<file path="config.mk">
export PLATFORM = sky130hd
export DESIGN_NAME = counter_5b
export DESIGN_NICKNAME = d
export VERILOG_FILES = /design/src/rtl/counter_5b_pkg.sv /design/src/rtl/counter_5b_next.sv /design/src/rtl/counter_5b.sv
export SDC_FILE = /design/constraint.sdc
export NUM_CORES = 1
export LEC_CHECK = 0
export ABC_AREA = 1
export BUFFER_PORTS_ARGS = -buffer_cell sky130_fd_sc_hd__buf_2
export CORE_AREA = 4 4 41 43
export CTS_CLUSTER_DIAMETER = 80
export DETAILED_ROUTE_END_ITERATION = 8
export DIE_AREA = 0 0 45 47
export SLEW_MARGIN = 20
export SYNTH_ARGS = -nofsm -noshare
export SYNTH_HDL_FRONTEND = slang
export SYNTH_SLANG_ARGS = --single-unit
export TNS_END_PERCENT = 30
</file>
<file path="constraint.sdc">
create_clock -name clock -period 2.6 [get_ports clock]
set_clock_uncertainty 0.1 [all_clocks]
set_input_delay 0.39 -clock clock [delete_from_list [all_inputs] [get_ports clock]]
set_output_delay 0.39 -clock clock [all_outputs]
set_load 0.05 [all_outputs]
</file>
<file path="src/rtl/counter_5b_pkg.sv">
// -----------------------------------------------------------------------------
// counter_5b_pkg
// Shared constants and types for the counter_5b block.
//   COUNTER_5B_WIDTH : default counter width (5 bits)
//   DIR_UP / DIR_DOWN: encodings of the up_down input
//   count_t          : count word at the default width
// Optional feature macro used by the block: COUNTER_5B_TC_EN
// -----------------------------------------------------------------------------
package counter_5b_pkg;

   localparam int COUNTER_5B_WIDTH = 5;

   localparam logic DIR_UP   = 1'b1;
   localparam logic DIR_DOWN = 1'b0;

   typedef logic [COUNTER_5B_WIDTH-1:0] count_t;

endpackage : counter_5b_pkg

</file>
<file path="src/rtl/counter_5b_next.sv">
// -----------------------------------------------------------------------------
// counter_5b_next
// Combinational next-count logic for counter_5b. Counting wraps naturally
// modulo 2^WIDTH because the arithmetic is kept at WIDTH bits.
// Ports:
//   i_count   [WIDTH-1:0] in  : current count
//   i_enable              in  : 1 = step, 0 = hold
//   i_up_down             in  : DIR_UP = increment, DIR_DOWN = decrement
//   o_next    [WIDTH-1:0] out : count to load on the next rising edge
// -----------------------------------------------------------------------------
module counter_5b_next
   import counter_5b_pkg::*;
#(
   parameter int WIDTH = COUNTER_5B_WIDTH
) (
   input  logic [WIDTH-1:0] i_count,
   input  logic             i_enable,
   input  logic             i_up_down,
   output logic [WIDTH-1:0] o_next
);

   logic [WIDTH-1:0] w_next;

   always_comb begin
      w_next = i_count;
      if (i_enable) begin
         if (i_up_down == DIR_UP) begin
            w_next = i_count + WIDTH'(1);
         end else begin
            w_next = i_count - WIDTH'(1);
         end
      end
   end

   assign o_next = w_next;

endmodule : counter_5b_next

</file>
<file path="src/rtl/counter_5b.sv">
// -----------------------------------------------------------------------------
// counter_5b
// Up/down wrapping counter with enable and asynchronous active-high reset.
// The count register drives the output directly (no output pipeline).
// Ports:
//   clock                       in  : rising-edge clock
//   reset                       in  : asynchronous, active-high; clears count
//   enable                      in  : 1 = count on next edge, 0 = hold
//   up_down                     in  : 1 = increment, 0 = decrement
//   counter        [WIDTH-1:0]  out : current count
//   terminal_count              out : only with COUNTER_5B_TC_EN; high when
//                                     the next enabled edge wraps the count
// Parameter WIDTH: 2..16, default 5.
// Macro COUNTER_5B_TC_EN: adds the terminal_count port and its logic.
// -----------------------------------------------------------------------------
module counter_5b
   import counter_5b_pkg::*;
#(
   parameter int WIDTH = COUNTER_5B_WIDTH
) (
   input  logic             clock,
   input  logic             reset,
   input  logic             enable,
   input  logic             up_down,
`ifdef COUNTER_5B_TC_EN
   output logic             terminal_count,
`endif
   output logic [WIDTH-1:0] counter
);

   logic [WIDTH-1:0] r_count;
   logic [WIDTH-1:0] w_next;

   counter_5b_next #(
      .WIDTH (WIDTH)
   ) u_next (
      .i_count   (r_count),
      .i_enable  (enable),
      .i_up_down (up_down),
      .o_next    (w_next)
   );

   // The async clear also suppresses any edge that arrives while reset is high.
   always_ff @(posedge clock or posedge reset) begin
      if (reset) begin
         r_count <= '0;
      end else begin
         r_count <= w_next;
      end
   end

   assign counter = r_count;

`ifdef COUNTER_5B_TC_EN
   logic w_at_max;
   logic w_at_min;

   assign w_at_max = (r_count == {WIDTH{1'b1}});
   assign w_at_min = (r_count == '0);

   // Gated by reset so the flag is low while the block is held in reset,
   // even though the count sits at 0 and a down request would otherwise flag.
   assign terminal_count = ~reset & enable &
                           (((up_down == DIR_UP)   & w_at_max) |
                            ((up_down == DIR_DOWN) & w_at_min));
`endif

endmodule : counter_5b

</file>
==> metrics.cfg, run 1 <==
[cts]
cts_root_buf = clkbuf_4
clk_latency_ns = 0.23
cts_tree = yes
clock_path_buffers = 2
htreeDepth = 1
cts_sinks = 5
cts_buffers = 3
clk_pin_slew_ns = 0.04

[place]
dpl_worst_slack_ns = 0.9453
hpwl_um = 525.6
port_buffers = 8
place_inst = 69
gp_congestion = 0.7385

[worst_setup_path]
arrival_ns = 1.47
critPathLaunchType = register
cp_slowest_cell = dfrtp_1
end_kind = register
cp_max_fo = 4
slowest_delay_ns = 0.42
path_cells = fa_1 -> nand2_1 -> nand2_1 -> nand2_1 -> nand2_1 -> nand3_1 -> nand2_1
crit_family = flip-flops
path_buf_inv = 0
cp_common_cell = nand2_1
criticalPathCategory = reg -> reg
required_ns = 2.62
r2r_setup_slack_ns = 1.15

[floorplan]
initial_utilization_pct = 25.96
rows = 13
die_area_um2 = 2115
dieWidth_um = 45
ios = 9
die_h_um = 47
fp.coreArea_um2 = 1301

[route]
postRouteAntennaNets = 0
routed_wl_um = 611
wl_met1_um = 275
drtIter0Drc = 0
wl_per_cell_um = 8.257
via_count = 304
top_layer_used = met3
route.met2.wl_um = 311
first_pass_iters = 1
drt-vias-per-instance = 4.108
drc_errors = 0
wl_met3_um = 25

[finish]
largest_register_ffs = 5
drive_above_1_share_pct = 18.64
final_cells = 74
diodes = 0
layout.nets = 68
fillers = 148
area_growth_pct = 28.15

[sta]
max_freq_mhz = 687.6
setup_violations = 0
worst_slack_ns = 1.146
rsz0062_at_grt = no
min_period_ns = 1.454
fin_crit_sh_pct = 55.93
finalHoldViolCount = 0
slew_headroom_pct = 83.37
fin_tns_setup_ns = 0
holdWs_ns = 0.3244
tightest_slew_ns = 0.2512
drv_slew = 0

[synth]
syn-num-nets = 54
synth_area_um2 = 337.8
yosysSeqAreaShare_pct = 37.04
ys_warn_count = 0
yosysUniqueCellTypes = 10
synth_seq_cells = 5
syn_inst = 46
avgSynthCellArea_um2 = 7.344

[status]
status = complete, no violations

[worst_hold_path]
hold_class = in -> reg

[global_route]
grt-ovfl-total = 0
grt_pass1_vias = 304
antenna_found_initial = 0
grt_first_pass_wirelength_um = 1159
grtUsageTotal_pct = 7.943
grt_max_degree = 7

[flow_run]
max_cap_viol_count = 0

[routing by layer]
| metal | vias to the layer above | track usage [%] |
|---|---|---|
| met5 | - | 0 |
| met2 | 5 | 11.86 |
| li1 | 165 | - |
| met1 | 134 | 8.545 |
| met4 | 0 | 8.772 |
| met3 | 0 | 2.299 |
[per-stage QoR]
| step | cell area, µm² | utilization, % |
|---|---|---|
| after detailed placement | 396.6 | 30.48 |
| final | 432.9 | 33.27 |
| after global placement | 396.6 | 30.48 |
| after floorplan | 337.8 | - |
| after CTS | 432.9 | 33.27 |
| after global routing | 432.9 | 33.27 |
[what timing repair did]
item                      4_1_cts  5_1_grt
hold buffers                    1        0
buffers inserted                0        0
hold endpoints to repair        5        0
gates resized for setup         0        0
[placed cells by master, fill, tap and decap left out, drive strengths merged]
cell type,n
nor2,3
nand3,4
o21ai,1
or2,2
inv,6
dlygate4sd3,1
buf,8
xor2,1
dfrtp,5
fa,1
clkbuf,4
ha,3
nand2,20
[cell usage after synthesis]
master | instances | area share (%)
dfrtp_1 | 5 | 37
fa_1 | 1 | 5.9
ha_1 | 3 | 11
inv_1 | 6 | 6.7
nand2_1 | 20 | 22
nand3_1 | 4 | 5.9
nor2_1 | 3 | 3.3
o21ai_0 | 1 | 1.5
or2_1 | 2 | 3.7
xor2_1 | 1 | 2.6
[logic make-up (layout without fill, tap and decap cells)]
group,after synthesis,after routing,synth area share [%]
AND/OR/NAND/NOR,29,29,35.18
buffers and inverters,6,19,6.666
flip-flops,5,5,37.04
adder cells (fa/ha/maj),4,4,17.04
AO/OA/AOI/OAI,1,1,1.480
XOR/XNOR,1,1,2.593
[path summary, 6_finish.rpt]
| kind | from | to | cells after the start |
|---|---|---|---|
| max in group asynchronous | reset | counter[4] | 3 |
| hold / removal | enable | counter[0] | 2 |
| setup / recovery | counter[0] | counter[4] | 7 |
| hold reg to reg | counter[3] | counter[3] | 2 |
| setup reg to reg | counter[0] | counter[4] | 7 |
| min in group asynchronous | reset | counter[2] | 3 |
[layout make-up]
cell class	count	area, µm²	share of cell area (%)
inverter	6	22.52	5.202
clock buffer	4	26.28	6.069
sequential	5	125.1	28.90
timing repair buffer	9	50.05	11.56
tap	15	18.77	4.335
multi-input combinational	35	190.2	43.93
Power of run 1 is left out: the tool's default activity adds up to more than one toggle a clock period on the data nets, which glitch-free logic cannot reach.
==> run 2, diff against run 1 <==
==> constraint.sdc (replaced) <==
create_clock -name clock -period 1.5 [get_ports clock]
set_clock_uncertainty 0.1 [all_clocks]
set_input_delay 0.225 -clock clock [delete_from_list [all_inputs] [get_ports clock]]
set_output_delay 0.225 -clock clock [all_outputs]
set_load 0.05 [all_outputs]
==> run 2 against run 1 <==
Effect of this change:
- global-route usage up 0.16 points
- die area did not move
- clock-buffer cell count stayed put
- via count increased by 1.3%
- utilization up 1.1 points
- non-clock buffer count rose by 1
- register-to-register slack got worse by 1.0 ns
- highest routed layer unchanged
- worst hold slack lost 0.16 ns
- first-iteration DRC count up 2
- largest cell class unchanged
==> metrics.cfg, run 2 (synthesized netlist as in run 1, its figures left out) <==
[status]
status = complete, no violations

[worst_setup_path]
cp_num_cells = 6
crit_family = simple AND/OR/NAND/NOR gates
critPathLaunchType = register
cp_max_fo = 3
cp_slowest_cell = dfrtp_2
cp_common_cell = nand2_1
arrival_ns = 1.42
path_cells = ha_1 -> or2_1 -> nand2_1 -> nand2_1 -> nand3_1 -> nand2_1
r2r_cells = 6
required_ns = 1.52
end_kind = register
path_buf_inv = 0
criticalPathCategory = reg -> reg
slowest_delay_ns = 0.40

[cts]
postCtsSetupBuffers = 0
cts_sinks = 5
cts_root_buf = clkbuf_4
clock_path_buffers = 2
clk_latency_ns = 0.23
cts_tree = yes
clk_pin_slew_ns = 0.04
cts_buffers = 3
htreeDepth = 1

[sta]
setup_violations = 0
tightest_slew_ns = 0.2498
drv_slew = 0
holdWs_ns = 0.1664
finalHoldViolCount = 0
rsz0062_at_grt = no
fin_tns_setup_ns = 0
slew_headroom_pct = 83.46
min_period_ns = 1.400
max_freq_mhz = 714.3
fin_crit_sh_pct = 93.33

[global_route]
grt_first_pass_wirelength_um = 1138
grt-ovfl-total = 0
grt_max_degree = 7
antenna_found_initial = 0
grt_pass1_vias = 308
grtUsageTotal_pct = 8.102

[worst_hold_path]
min_path_cells = 2
hold_class = in -> reg

[finish]
drive_above_1_share_pct = 26.67
largest_register_ffs = 5
multiInputGateArea_um2 = 192.7
fillers = 140
layout_common_cells = nand2_1 (20), buf_2 (8), inv_1 (6)
layout.nets = 69
diodes = 0
area_growth_pct = 32.22
utilization_pct = 34.33
layout_commonest_cell = nand2_1
regArea_um2 = 128.9
design_area_um2 = 446.7

[place]
hpwl_um = 518.6
gp_congestion = 0.7046
port_buffers = 8
dpl_cell_area_um2 = 407.9

[floorplan]
dieWidth_um = 45
die_h_um = 47
rows = 13
fp.coreArea_um2 = 1301
initial_utilization_pct = 25.96
ios = 9
die_area_um2 = 2115

[route]
postRouteAntennaNets = 0
drt-vias-per-instance = 4.107
drtIter0Drc = 2
via_count = 308
wl_per_cell_um = 8.227
first_pass_iters = 4
routed_wl_um = 617
drc_errors = 0

[flow_run]
max_cap_viol_count = 0

[run 2: stage by stage]
step                worst slack (ns)  cells
floorplan                   -0.07619     46
global placement             0.02300     70
detailed placement           0.01715     70
CTS                          0.07497     75
global route               0.0002618     75
finish                        0.1000     75
[run 2: final cells by class]
class | count | area share (%)
multi-input cells | 35 | 43.14
flip-flops and latches | 5 | 28.85
repair buffers | 10 | 12.89
clock buffers | 4 | 5.882
inverters | 6 | 5.042
well taps | 15 | 4.202
[run 2: path summary, 6_finish.rpt]
path | startpoint | endpoint | slack (ns)
worst min register to register | counter[3] | counter[3] | 0.41
worst max register to register | counter[3] | counter[4] | 0.10
worst max-delay path | counter[3] | counter[4] | 0.10
min in group asynchronous | reset | counter[4] | 0.33
max in group asynchronous | reset | counter[0] | 0.79
worst min-delay path | enable | counter[0] | 0.17
[run 2: worst register-to-register path: stages (launching register included)]
cell	delay, ns
dfrtp_2	0.40
ha_1	0.30
or2_1	0.25
nand2_1	0.07
nand2_1	0.04
nand3_1	0.06
nand2_1	0.06
[run 2: per-layer routing]
layer | global-route usage [%] | up-vias | routed length (µm)
met5 | 0 | - | 0
met4 | 10.53 | 0 | 0
met3 | 2.299 | 0 | 14
met2 | 11.02 | 10 | 306
met1 | 9.007 | 128 | 295
li1 | - | 170 | -
[run 2: repair_timing]
item                                    CTS  global route
endpoints found under the setup margin    0             1
hold buffers                              1             0
gates resized for setup                   0             1
endpoints found under the hold margin     5             0
Power of run 2 is left out for the same reason.
